[src/rtl/pipes_pkg.sv]
// Shared pipeline types: memory access sizes and the memory-port arbiter encodings.
package pipes;

    typedef enum logic [2:0] {
        MSize_8bits  = 3'd0,
        MSize_16bits = 3'd1,
        MSize_32bits = 3'd2,
        MSize_64bits = 3'd3
    } MemSizeType;

    typedef enum logic [1:0] {
        IDLE,
        BUSY_I,
        BUSY_D,
        RESP
    } arb_state_t;

    typedef enum logic [1:0] {
        GRANT_NONE = 2'd0,
        GRANT_I    = 2'd1,
        GRANT_D    = 2'd2
    } arb_grant_t;

    localparam int unsigned STARVE_CNT_W = 4;

endpackage

[src/rtl/mem_port_arbiter_starve_counter.sv]
// Counts data grants won while a fetch was waiting; saturates at STARVE_LIMIT.
module arb_starve_counter
    import pipes::*;
#(
    parameter int unsigned STARVE_LIMIT = 4
) (
    input  logic clk,
    input  logic reset,
    input  logic inc,
    input  logic clear,
    output logic full
);

    localparam logic [STARVE_CNT_W-1:0] LIMIT = STARVE_CNT_W'(STARVE_LIMIT);

    logic [STARVE_CNT_W-1:0] cnt_q;
    logic [STARVE_CNT_W-1:0] cnt_d;

    // Clear wins over increment; increment stops at the limit.
    always_comb begin
        cnt_d = cnt_q;
        if (clear) begin
            cnt_d = '0;
        end else if (inc && (cnt_q != LIMIT)) begin
            cnt_d = cnt_q + 1'b1;
        end
    end

    // Counter register.
    always_ff @(posedge clk or negedge reset) begin
        if (!reset) begin
            cnt_q <= '0;
        end else begin
            cnt_q <= cnt_d;
        end
    end

    assign full = (cnt_q == LIMIT);

endmodule

[src/rtl/mem_port_arbiter.sv]
// Shares the single 64-bit memory port between instruction fetch and data access.
// Data side has priority; a starvation counter forces a fetch grant eventually.
module mem_port_arbiter
    import pipes::*;
#(
    parameter int unsigned STARVE_LIMIT = 4
) (
    input  logic        clk,
    input  logic        reset,
    input  logic        i_req,
    input  logic [63:0] i_addr,
    input  logic        i_flush,
    output logic        i_data_ok,
    output logic [31:0] i_rdata,
    input  logic        d_req,
    input  logic [63:0] d_addr,
    input  logic        d_write,
    input  logic [2:0]  d_size,
    input  logic [63:0] d_wdata,
    input  logic [7:0]  d_strobe,
    output logic        d_data_ok,
    output logic [63:0] d_rdata,
    output logic        m_valid,
    output logic [63:0] m_addr,
    output logic        m_write,
    output logic [2:0]  m_size,
    output logic [63:0] m_wdata,
    output logic [7:0]  m_strobe,
    input  logic        m_ready,
    input  logic [63:0] m_rdata
);

    arb_state_t  state_q, state_d;
    arb_grant_t  grant;
    logic        i_want;
    logic        starve_full;
    logic        starve_inc;
    logic        starve_clr;

    logic        m_valid_q, m_valid_d;
    logic [63:0] m_addr_q, m_addr_d;
    logic        m_write_q, m_write_d;
    logic [2:0]  m_size_q, m_size_d;
    logic [63:0] m_wdata_q, m_wdata_d;
    logic [7:0]  m_strobe_q, m_strobe_d;
    logic        i_data_ok_q, i_data_ok_d;
    logic [31:0] i_rdata_q, i_rdata_d;
    logic        d_data_ok_q, d_data_ok_d;
    logic [63:0] d_rdata_q, d_rdata_d;
    logic        drop_q, drop_d;

    assign i_want     = i_req & ~i_flush;
    assign starve_inc = (grant == GRANT_D) & i_want;
    assign starve_clr = (grant == GRANT_I);

    arb_starve_counter #(
        .STARVE_LIMIT(STARVE_LIMIT)
    ) u_starve (
        .clk   (clk),
        .reset (reset),
        .inc   (starve_inc),
        .clear (starve_clr),
        .full  (starve_full)
    );

    // State register, plus all registered outputs.
    always_ff @(posedge clk or negedge reset) begin
        if (!reset) begin
            state_q     <= IDLE;
            m_valid_q   <= 1'b0;
            m_addr_q    <= '0;
            m_write_q   <= 1'b0;
            m_size_q    <= '0;
            m_wdata_q   <= '0;
            m_strobe_q  <= '0;
            i_data_ok_q <= 1'b0;
            i_rdata_q   <= '0;
            d_data_ok_q <= 1'b0;
            d_rdata_q   <= '0;
            drop_q      <= 1'b0;
        end else begin
            state_q     <= state_d;
            m_valid_q   <= m_valid_d;
            m_addr_q    <= m_addr_d;
            m_write_q   <= m_write_d;
            m_size_q    <= m_size_d;
            m_wdata_q   <= m_wdata_d;
            m_strobe_q  <= m_strobe_d;
            i_data_ok_q <= i_data_ok_d;
            i_rdata_q   <= i_rdata_d;
            d_data_ok_q <= d_data_ok_d;
            d_rdata_q   <= d_rdata_d;
            drop_q      <= drop_d;
        end
    end

    // Grant decision (IDLE only) and next-state logic.
    always_comb begin
        grant = GRANT_NONE;
        if (state_q == IDLE) begin
            if (i_want && starve_full) begin
                grant = GRANT_I;
            end else if (d_req) begin
                grant = GRANT_D;
            end else if (i_want) begin
                grant = GRANT_I;
            end
        end

        state_d = state_q;
        case (state_q)
            IDLE: begin
                if (grant == GRANT_I) begin
                    state_d = BUSY_I;
                end else if (grant == GRANT_D) begin
                    state_d = BUSY_D;
                end
            end
            BUSY_I, BUSY_D: begin
                if (m_ready) begin
                    state_d = RESP;
                end
            end
            RESP:    state_d = IDLE;
            default: state_d = IDLE;
        endcase
    end

    // Output/datapath next values: latch on grant, hold while busy, capture on m_ready.
    always_comb begin
        m_valid_d   = m_valid_q;
        m_addr_d    = m_addr_q;
        m_write_d   = m_write_q;
        m_size_d    = m_size_q;
        m_wdata_d   = m_wdata_q;
        m_strobe_d  = m_strobe_q;
        i_data_ok_d = 1'b0;
        i_rdata_d   = i_rdata_q;
        d_data_ok_d = 1'b0;
        d_rdata_d   = d_rdata_q;
        drop_d      = drop_q;

        case (state_q)
            IDLE: begin
                if (grant == GRANT_I) begin
                    m_valid_d  = 1'b1;
                    m_addr_d   = i_addr;
                    m_write_d  = 1'b0;
                    m_size_d   = MSize_32bits;
                    m_wdata_d  = '0;
                    m_strobe_d = '0;
                end else if (grant == GRANT_D) begin
                    m_valid_d  = 1'b1;
                    m_addr_d   = d_addr;
                    m_write_d  = d_write;
                    m_size_d   = d_size;
                    m_wdata_d  = d_wdata;
                    m_strobe_d = d_strobe;
                end
            end
            BUSY_I: begin
                // A flush on the completing cycle must also suppress the pulse,
                // so the incoming flush is folded in alongside drop_q.
                drop_d = drop_q | i_flush;
                if (m_ready) begin
                    m_valid_d   = 1'b0;
                    i_rdata_d   = m_addr_q[2] ? m_rdata[63:32] : m_rdata[31:0];
                    i_data_ok_d = ~(drop_q | i_flush);
                end
            end
            BUSY_D: begin
                if (m_ready) begin
                    m_valid_d   = 1'b0;
                    d_rdata_d   = m_rdata;
                    d_data_ok_d = 1'b1;
                end
            end
            RESP: begin
                drop_d = 1'b0;
            end
            default: ;
        endcase
    end

    assign m_valid   = m_valid_q;
    assign m_addr    = m_addr_q;
    assign m_write   = m_write_q;
    assign m_size    = m_size_q;
    assign m_wdata   = m_wdata_q;
    assign m_strobe  = m_strobe_q;
    assign i_data_ok = i_data_ok_q;
    assign i_rdata   = i_rdata_q;
    assign d_data_ok = d_data_ok_q;
    assign d_rdata   = d_rdata_q;

endmodule

[config.mk]
export PLATFORM = sky130hd
export DESIGN_NAME = mem_port_arbiter
export DESIGN_NICKNAME = d
export VERILOG_FILES = /design/src/rtl/pipes_pkg.sv /design/src/rtl/mem_port_arbiter_starve_counter.sv /design/src/rtl/mem_port_arbiter.sv
export SDC_FILE = /design/constraint.sdc
export NUM_CORES = 1
export LEC_CHECK = 0
export ABC_AREA = 1
export BUFFER_PORTS_ARGS = -buffer_cell sky130_fd_sc_hd__buf_2
export CAP_MARGIN = 20
export CORE_AREA = 8 8 193 195
export DETAILED_ROUTE_END_ITERATION = 6
export DIE_AREA = 0 0 201 203
export SKIP_LAST_GASP = 1
export SYNTH_ARGS = -nofsm -noshare
export SYNTH_HDL_FRONTEND = slang
export SYNTH_SLANG_ARGS = --single-unit
[constraint.sdc]
create_clock -name clk -period 3.5 [get_ports clk]
set_input_delay 0.35 -clock clk [delete_from_list [all_inputs] [get_ports clk]]
set_output_delay 0.35 -clock clk [all_outputs]
set_load 0.02 [all_outputs]
==> After elaboration in Yosys (flattened, before gate mapping) <==
Cells that the tools add are included.
{ "word_totals": {"out_inout_bits": 239, "regBits": 246, "input_bits": 274} }
{ "op_classes": {"bitwise": 5, "eq_ne": 9, "muxes": 30, "n_reduce_logical": 13, "add_sub_neg": 1} }
{ "op_table": {"columns": ["cell", "count"], "rows": [
  ["$mux W64", 4],
  ["$mux W32", 1],
  ["$mux W8", 2],
  ["$mux W2", 6],
  ["$mux W1", 10],
  ["$mux W4", 2],
  ["$reduce_and A2 Y1", 4],
  ["$reduce_bool A2 Y1", 4],
  ["$eq A2 B2 Y1 const B", 3],
  ["$mux W3", 2],
  ["$pmux W2 S3", 1],
  ["$add A4 B1 Y4 const B", 1],
  ["$eq A2 B1 Y1 const B", 2],
  ["$eq A4 B3 Y1 const B", 1],
  ["$ne A4 B3 Y1 const B", 1],
  ["$pmux W1 S2", 2],
  ["$ne A3 B2 Y1 const B", 1],
  ["$reduce_and A3 Y1", 1],
  ["$and A1 B1 Y1", 2],
  ["$logic_and A1 B1 Y1", 2],
  ["$logic_not A2 Y1", 1],
  ["$ne A2 B1 Y1 const B", 1],
  ["$not A1 Y1", 2],
  ["$reduce_or A2 Y1", 1],
  ["$or A1 B1 Y1", 1]
]} }

==> Logic depth before layout (Yosys ltp) <==
Gate-level depths: netlist of the first run.
{ "logic_depth": {"ltp_word": 11, "ltp_mapped": 13, "mapped_depth_nobuf": 12} }

==> Cells and area by module <==
From an unflattened synthesis of the first run, not the netlist that was laid out.
{ "hier_totals": {"hier_cells": 1208, "hier_area_um2": 10395.0} }
{ "by_module_without_submodules": {"columns": ["module", "cells_per_inst", "n_inst", "area_per_inst_um2", "seq_area_each_um2"], "rows": [
  ["mem_port_arbiter", 1176, 1, 10142.2, 6055.8],
  ["arb_starve_counter", 32, 1, 252.7, 100.1]
]} }

==> Least setup slack after synthesis of the first run <==
No wires, ideal clock.
{ "synth_timing": {"path_type": "register to register", "from": "register state_q[0]", "to": "register m_addr_q[2], in the netlist m_addr[2]", "setup_ns": 0.121, "path_slack_ns": 1.412, "n_path_buf": 2, "arrival_ns": 1.967, "path_stages_with_launch": 13, "path_cell_list": "dfrtp_1 inv_1 ha_1 inv_2 nor3_1 inv_1 ha_1 nor2_4 inv_2 buf_4 buf_6 nand2_1 o21ai_1"} }
{ "synth_between": {"elab_chain_cells": 5, "word_cells_on_any_way": 7, "cone_classes": "eq/ne (2); mux (2); reduce/logical (3)"} }
{ "synth_rtl": {"columns": ["item", "line", "source"], "rows": [
  ["from (decl)", "mem_port_arbiter.sv:33", "arb_state_t state_q, state_d;"],
  ["from (signal assigned)", "mem_port_arbiter.sv:82", "state_q <= state_d;"],
  ["$logic_not A2 Y1 (*)", "mem_port_arbiter.sv:100, mem_port_arbiter.sv:143", null],
  ["$mux W2", "mem_port_arbiter.sv:100", "if (state_q == IDLE) begin"],
  ["$eq A2 B1 Y1 or $eq A2 B2 Y1 (tied branches)", "mem_port_arbiter.sv:145, mem_port_arbiter.sv:152", null],
  ["$reduce_bool A2 Y1 (no line)", null, null],
  ["$reduce_and A2 Y1 (no line)", null, null],
  ["to (signal assigned)", "mem_port_arbiter.sv:84", "m_addr_q <= m_addr_d;"],
  ["to (decl)", "mem_port_arbiter.sv:41", "logic [63:0] m_addr_q, m_addr_d;"]
]} }
Mark *: on every way between the ends. The rest lies on a longest branch, timed or not.
A chain may end at the register's enable or synchronous reset.

==> Worst setup path in the final report of the first run <==
{ "layout_timing": {"from": "register state_q[1]", "to": "register m_addr_q[33], in the netlist m_addr[33]"} }
The elaborated chain is that of the path after synthesis.

==> metrics.md, run 1 <==
| Metric | Value |
|---|---|
| Initial Util | `a little under a third` |
| Final hold vios | `0` |
| H-tree levels | `1` |
| Worst-path cell chain | `inv_1 > ha_1 > inv_2 > nor3_1 > inv_1 > ha_2 > nor2_4 > buf_12 > o21ai_0 > o21ai_0` |
| Area added between synthesis and finish | `40.8%` |
| GRT Total Usage | `18.2%` |
| Seq cells post-synth | `246` |
| Layout cell share with drive strength beyond 1 | `roughly a third` |
| Max Cap Viol | `0` |
| Pwr per Cell Area | `919 mW/mm^2` |
| IO buf count | `512` |
| TritonCTS Buffers | `27` |
| Worst clock skew | `0.0118 ns` |
| Die Width | `201 um` |
| Max-slew violations | `0` |
| CORE AREA | `0.0341 mm^2` |
| Final count of negative-setup-slack endpoints | `0` |
| Worst R2R Setup Slack | `0.90 ns` |
| Sink Count | `about 250` |
| DP Wirelength | `28200 um` |
| Mapped Nets | `1483` |
| CP max stage cell | `dfrtp_1` |
| Largest net degree at the start of global routing | `141` |
| Nets | `2000` |
| CP top delay family | `buffers and inverters` |
| Minimum clock period | `2.60 ns` |
| Least-Margin Pin Slew | `0.920 ns` |
| Die area | `0.0408 mm^2` |
| Root buffer cell | `clkbuf_16` |
| Library cells used by synthesis | `24` |
| Outcome | `completed` |
| Worst Hold Class | `in -> reg` |
| Worst skew pair latency | `around 0.55 ns` |
| Vias per cell | `4.67` |
| Total Routed Length | `38900 um` |
| CP Launch Type | `register` |
| Fmax | `roughly 380 MHz` |
| Pre-CTS setup slack | `0.906 ns` |
| RSZ-0062 raised after global routing | `no` |
| GPL Wtd Cong | `0.816` |
| Worst setup margin | `between 0.8 and 0.9 ns` |
| Crit-path max FO | `140` |
| Residual DRC | `0` |
| Fillers | `3449` |
| Setup TNS | `0 ns` |
| Cells after Synth | `1200` |
| VDD IR max | `~0.0005 V` |
| Via count of the first global-routing pass | `~11000` |
| Slew headroom | `38.6%` |
| CP Capture Type | `register` |
| Die Y-Extent | `203 um` |
| Clock transition at the registers of the reported paths | `0.06 ns` |
| Syn Std Cell Area | `0.0104 mm^2` |
| Largest stage delay, worst path | `~0.40 ns` |
| Final instance area | `0.0147 mm^2` |
| Site Rows | `between 60 and 70` |
| CTS tree | `done` |
| DP Area | `about 0.013 mm^2` |
| Post-route ant nets | `0` |
| Io pins | `513` |
| Deepest clock path buffer count | `3` |
| Period utilisation layout | `74.3%` |
| CP Data Arrival Time | `3.06 ns` |
| Average cell area after synthesis | `8.70 um^2` |
| Sequential cell area fraction in the yosys report | `approximately three fifths` |
| P_leak | `just over 8 nW` |
| Wire per inst | `17.7 um` |
| Yosys warns | `0` |
| Drt pass-1 iters | `5` |
| Vias | `10300` |
| Worst Path Required | `around 4 ns` |
| Antenna violations before repair | `6` |
| Class of the most critical setup path | `reg -> reg` |
| Global route overflow | `0` |
| First-pass GRT wire length | `just over 60000 um` |
| Number of buffers and inverters on the critical path | `4` |
| 1st-iter DRT viols | `590` |
## through the flow
step / instances / utilization, % / hold slack, ns / total power, mW
final: 2195 / 43.1 / 0.0337 / 13.5
after global routing: 2194 / 43.1 / 0.00705 / 14.4
after CTS: 2193 / 43.1 / 0.0000160 / 13.7
after detailed placement: 2104 / 39.1 / 0.454 / 10.5
after global placement: 2104 / 39.1 / 0.433 / 10.4
after floorplan: 1200 / - / 0.0544 / 8.21
## tightest hold or removal path, delay by kind of cell
kind / cells / cell delay [ns]
and+or+nand+nor: 2 / 0.11
buffers and inverters: 1 / 0.08
## final cells by class
cell class / count / area [um^2] / area share, %
sequential: 246 / 6160 / 41.9
clock inverter: 15 / 196 / 1.34
multi-input combinational: 827 / 3650 / 24.8
inverter: 49 / 189 / 1.28
clock buffer: 35 / 776 / 5.28
tap: 455 / 569 / 3.87
timing repair buffer: 566 / 3160 / 21.5
antenna: 2 / 5.00 / 0.0340
## cell families (layout without fill, tap and decap cells)
group                      Yosys count  after routing  share of synthesized area [%]
other                                0              2                              0
xor gates and xnor gates             1              1                         0.0839
AOI/OAI and AO/OA                  200            200                           10.4
and+or+nand+nor                    617            617                           23.3
DFF                                246            246                           58.9
buffers and inverters              127            665                           6.16
adders and majority gates            9              9                           1.08
## power breakdown
| part | internal (mW) | switching (mW) |
|---|---|---|
| sequential | 4.15 | 0.792 |
| combinational | 1.78 | 3.72 |
| clock | 1.86 | 1.21 |
| total | 7.80 | 5.71 |
## sequential cells by signal, summed over array words and instances (netlist names), 2 cells and up
register,count
m_wdata,64
m_addr,64
d_rdata,64
state_q,2
m_size,3
i_rdata,32
u_starve.cnt_q,4
m_strobe,8
## synthesized netlist by cell type, drive strengths merged
cell type	n	area, um^2
nand2	458	1720
dfrtp	246	6160
o21ai	164	821
nand3	82	410
nor2	72	278
buf	59	383
inv	49	186
o211ai	32	240
clkbuf	19	73.8
ha	9	113
a21oi	2	10.0
nand4	2	12.5
nor3	2	10.0
o21a	2	15.0
nand3b	1	7.51
xor2	1	8.76
## timing repair
item | 4_1_cts | 5_1_grt
hold endpoints to repair | 146 | 0
resized for setup | 0 | 0
hold buffers | 39 | 0
setup buffers | 0 | 0
## path summary, 6_finish.rpt
| kind | cells past startpoint | to | startpoint |
|---|---|---|---|
| setup / recovery | 10 | m_addr[33] | state_q[1] |
| hold / removal | 3 | m_wdata[63] | d_wdata[63] |
| setup reg to reg | 10 | m_addr[33] | state_q[1] |
| hold reg to reg | 1 | i_data_ok | drop_q |
| max in group asynchronous | 3 | m_wdata[13] | reset |
| min in group asynchronous | 2 | d_rdata[13] | reset |
## per-layer routing
metal | GRT usage [%] | vias up | part of all wire (%)
met5 | 0 | - | 0.057
met4 | 5.10 | 4 | 2.6
met3 | 5.55 | 74 | 8.8
met2 | 31.2 | 450 | 49
met1 | 21.9 | 4839 | 40
li1 | - | 4883 | -
## cell usage in the layout (no fill, tap or decap), types with 4 or more instances in the layout
cell type and count:
o21ai_0 135, dfrtp_1 245, dlygate4sd3_1 39, o21ai_1 29
ha_1 8, clkbuf_8 7, buf_4 8, nand3_1 82
inv_1 46, bufinv_16 4, buf_12 7, clkbuf_16 27
buf_2 511, nor2_1 71, nand2_1 457, o211ai_1 32
clkinv_2 8
No activity file was read; power rests on OpenSTA's default activity.
==> inputs of run 2 (changes only) <==
--- a/config.mk
+++ b/config.mk
@@ -8,9 +8,9 @@
 export ABC_AREA = 1
 export BUFFER_PORTS_ARGS = -buffer_cell sky130_fd_sc_hd__buf_2
 export CAP_MARGIN = 20
-export CORE_AREA = 8 8 193 195
+export CORE_AREA = 8 8 195 197
 export DETAILED_ROUTE_END_ITERATION = 6
-export DIE_AREA = 0 0 201 203
+export DIE_AREA = 0 0 203 205
 export SKIP_LAST_GASP = 1
 export SYNTH_ARGS = -nofsm -noshare
 export SYNTH_HDL_FRONTEND = slang
==> constraint.sdc (replaced) <==
create_clock -name clk -period 2.4 [get_ports clk]
set_input_delay 0.24 -clock clk [delete_from_list [all_inputs] [get_ports clk]]
set_output_delay 0.24 -clock clk [all_outputs]
set_load 0.02 [all_outputs]
==> run 2 against run 1 <==
Routed wire length is 9.6% higher. Flip-flop and latch count unchanged. Worst setup slack worse by 0.76 ns. Combinational power increased by 56%. Cell area grew 13%. Sequential power grew 46%. Clock skew fell by 0.0031 ns. Clock power increased by 28%. Critical endpoint is now m_addr[9]. Highest routed layer is now met4.
==> metrics.md, run 2 (synthesis results as in run 1) <==
| Metric | Value |
|---|---|
| Max-slew violations | `0 (unchanged)` |
| Commonest non-fill, non-tap cell in the layout | `buf_2` |
| Worst clock skew | `0.00869 ns (-0.00311 ns)` |
| CORE AREA | `0.0350 mm^2 (+2.5%)` |
| Internal | `11.2 mW (+44%)` |
| Die Width | `203 um (+1.0%)` |
| Fillers | `3271 (-5.2%)` |
| Area of the multi-input gates | `0.00366 mm^2 (+0.41%)` |
| Busiest grt layer | `met2` |
| Met1 Resource Use GR | `24.0% (+2.1 points)` |
| Residual DRC | `0 (unchanged)` |
| Via count of the first global-routing pass | `12100 (+13%)` |
| Global route overflow | `0 (unchanged)` |
| Wire per inst | `17.8 um (+0.31%)` |
| Least-Margin Pin Slew | `0.655 ns (-0.266 ns)` |
| GR Util met2 | `32.5% (+1.3 points)` |
| Layout cell share with drive strength beyond 1 | `30.9% (-2.6 points)` |
| R2r startpoint | `state_q[0]` |
| Site Rows | `69 (+1.5%)` |
| Worst Path Required | `2.85 ns (-1.10 ns)` |
| Critical Path Source | `state_q[0]` |
| Sequential power share | `36.6% (about the same)` |
| CP Data Arrival Time | `2.71 ns (-0.35 ns)` |
| Outcome | `completed` |
| VDD IR max | `0.000629 V (+28%)` |
| Deepest clock path buffer count | `3 (unchanged)` |
| Root buffer cell | `clkbuf_16` |
| Sink Count | `246 (unchanged)` |
| Crit-path max FO | `22 (-84%)` |
| Die Y-Extent | `205 um (+0.99%)` |
| Switch share | `42.9% (+0.65 points)` |
| Largest stage delay, worst path | `0.38 ns (-0.02 ns)` |
| Worst skew pair latency | `0.54 ns (about the same)` |
| H-tree levels | `1 (unchanged)` |
| RSZ-0062 raised after global routing | `yes` |
| Antenna violations before repair | `1 (-5)` |
| Worst-path cell chain | `inv_1 > ha_1 > inv_2 > nor3_2 > inv_1 > ha_4 > nor2_4 > buf_12 > buf_4 > o21ai_0 > o21ai_1` |
| GR Layer Usage met3 | `5.58% (+0.035 points)` |
| Post-CTS Setup Bufs | `0 (unchanged)` |
| Logic pwr share | `43.5% (+2.8 points)` |
| TritonCTS Buffers | `27 (unchanged)` |
| Drt pass-1 iters | `4 (-1)` |
| Clock transition at the registers of the reported paths | `0.06 ns (about the same)` |
| Pwr per Cell Area | `1190 mW/mm^2 (+29%)` |
| GPL Wtd Cong | `0.843 (+3.3%)` |
| First-pass GRT wire length | `66900 um (+10%)` |
| Class of the most critical setup path | `reg -> reg` |
| Net Switching | `8.46 mW (+48%)` |
| Initial Util | `29.9% (-0.74 points)` |
| Vias | `11200 (+9.4%)` |
| Vias per cell | `4.68 (+0.13%)` |
| Clock share of power | `20.0% (-2.7 points)` |
| Hold Worst Slack | `0.00237 ns (-0.0313 ns)` |
| DP Wirelength | `29300 um (+4.0%)` |
| Total Routed Length | `42600 um (+9.6%)` |
| Area added between synthesis and finish | `58.7%` |
| Worst Hold Class | `in -> reg` |
| CP max stage cell | `dfrtp_1` |
| 1st-iter DRT viols | `699 (+18%)` |
| Nets | `2199 (+10%)` |
| Reg2reg end | `m_addr[9]` |
| Die area | `0.0416 mm^2 (+2.0%)` |
| CP Capture Type | `register` |
| Sequential cell area | `0.00616 mm^2 (unchanged)` |
| Worst setup margin | `0.140 ns (-0.758 ns)` |
| Largest net degree at the start of global routing | `79 (-44%)` |
| GRT Total Usage | `19.7% (+1.5 points)` |
| Fmax | `443 MHz (+15%)` |
| P_leak | `8.98 nW (+9.7%)` |
| Slew headroom | `56.4% (+18 points)` |
| Max Cap Viol | `0 (unchanged)` |
| CP dominant cell by count | `inv_1` |
| Post-route ant nets | `0 (unchanged)` |
| Minimum clock period | `2.26 ns (-0.342 ns)` |
| CP Launch Type | `register` |
| Final hold vios | `0 (unchanged)` |
| Pre-CTS setup slack | `0.0484 ns (-0.858 ns)` |
| Critical Path Sink | `m_addr[9]` |
| Fin util | `47.4% (+4.3 points)` |
| Final count of negative-setup-slack endpoints | `0 (unchanged)` |
| CTS tree | `done` |
| R2r worst-path depth | `11 (+1)` |
| Io pins | `513 (unchanged)` |
| Worst R2R Setup Slack | `0.14 ns (-0.76 ns)` |
| IO buf count | `512 (unchanged)` |
| Most frequent cells in the layout | `buf_2 (511), nand2_1 (457), dfrtp_1 (245)` |
| Period utilisation layout | `94.2% (+20 points)` |
-- run 2: how the worst min path moves through the flow --
stage | startpoint | to | cells after the start
after floorplan | reset | d_data_ok | 0
after global placement | reset | d_rdata[16] | 1
after detailed placement | reset | d_rdata[16] | 1
after CTS | m_rdata[32] | d_rdata[32] | 3
after global routing | i_addr[27] | m_addr[27] | 3
final | i_addr[27] | m_addr[27] | 3
-- run 2: final cells by class --
class	instances	share of cell area, %
flip-flops and latches	246	37.1
repair buffers	765	31.0
multi-input cells	827	22.1
clock buffers	39	4.77
well taps	461	3.48
inverters	49	1.14
clock inverters	8	0.279
diodes	3	0.0453
-- run 2: timing repair --
action	4_1_cts	5_1_grt
gates resized for setup	0	9
hold buffers	217	0
setup endpoints to repair	0	138
endpoints found under the hold margin	282	0
-- run 2: critical path, delay by kind of cell (launching register included) --
kind,cells,cell delay (ns)
AOI/OAI and AO/OA,2,0.33
adders and majority gates,2,0.45
buffers and inverters,5,0.67
DFF,1,0.38
and+or+nand+nor,2,0.34
-- run 2: per-stage QoR --
step	power [mW]	instances	area, um^2	TNS [ns]
final	19.7	2398	16600	0
after floorplan	12.0	1200	10400	0
after CTS	19.8	2395	16500	0
after detailed placement	15.5	2131	13500	0
after global placement	15.4	2131	13500	0
after global routing	21.0	2396	16600	-0.150
-- run 2: power by group through the flow --
| stage | combinational [mW] | sequential, mW | clock [mW] |
|---|---|---|---|
| after global routing | 9.38 | 7.42 | 4.23 |
| after global placement | 8.18 | 7.19 | 0 |
| after detailed placement | 8.33 | 7.17 | 0 |
| final | 8.56 | 7.21 | 3.93 |
| after floorplan | 2.61 | 9.37 | 0 |
| after CTS | 8.60 | 7.17 | 4.05 |
-- run 2: metal layers --
metal  vias to the layer above  routed length (um)
li1                       5278                   -
met1                      5203               16800
met2                       619               20200
met3                       113                3960
met4                         0                1710
met5                         -                   0
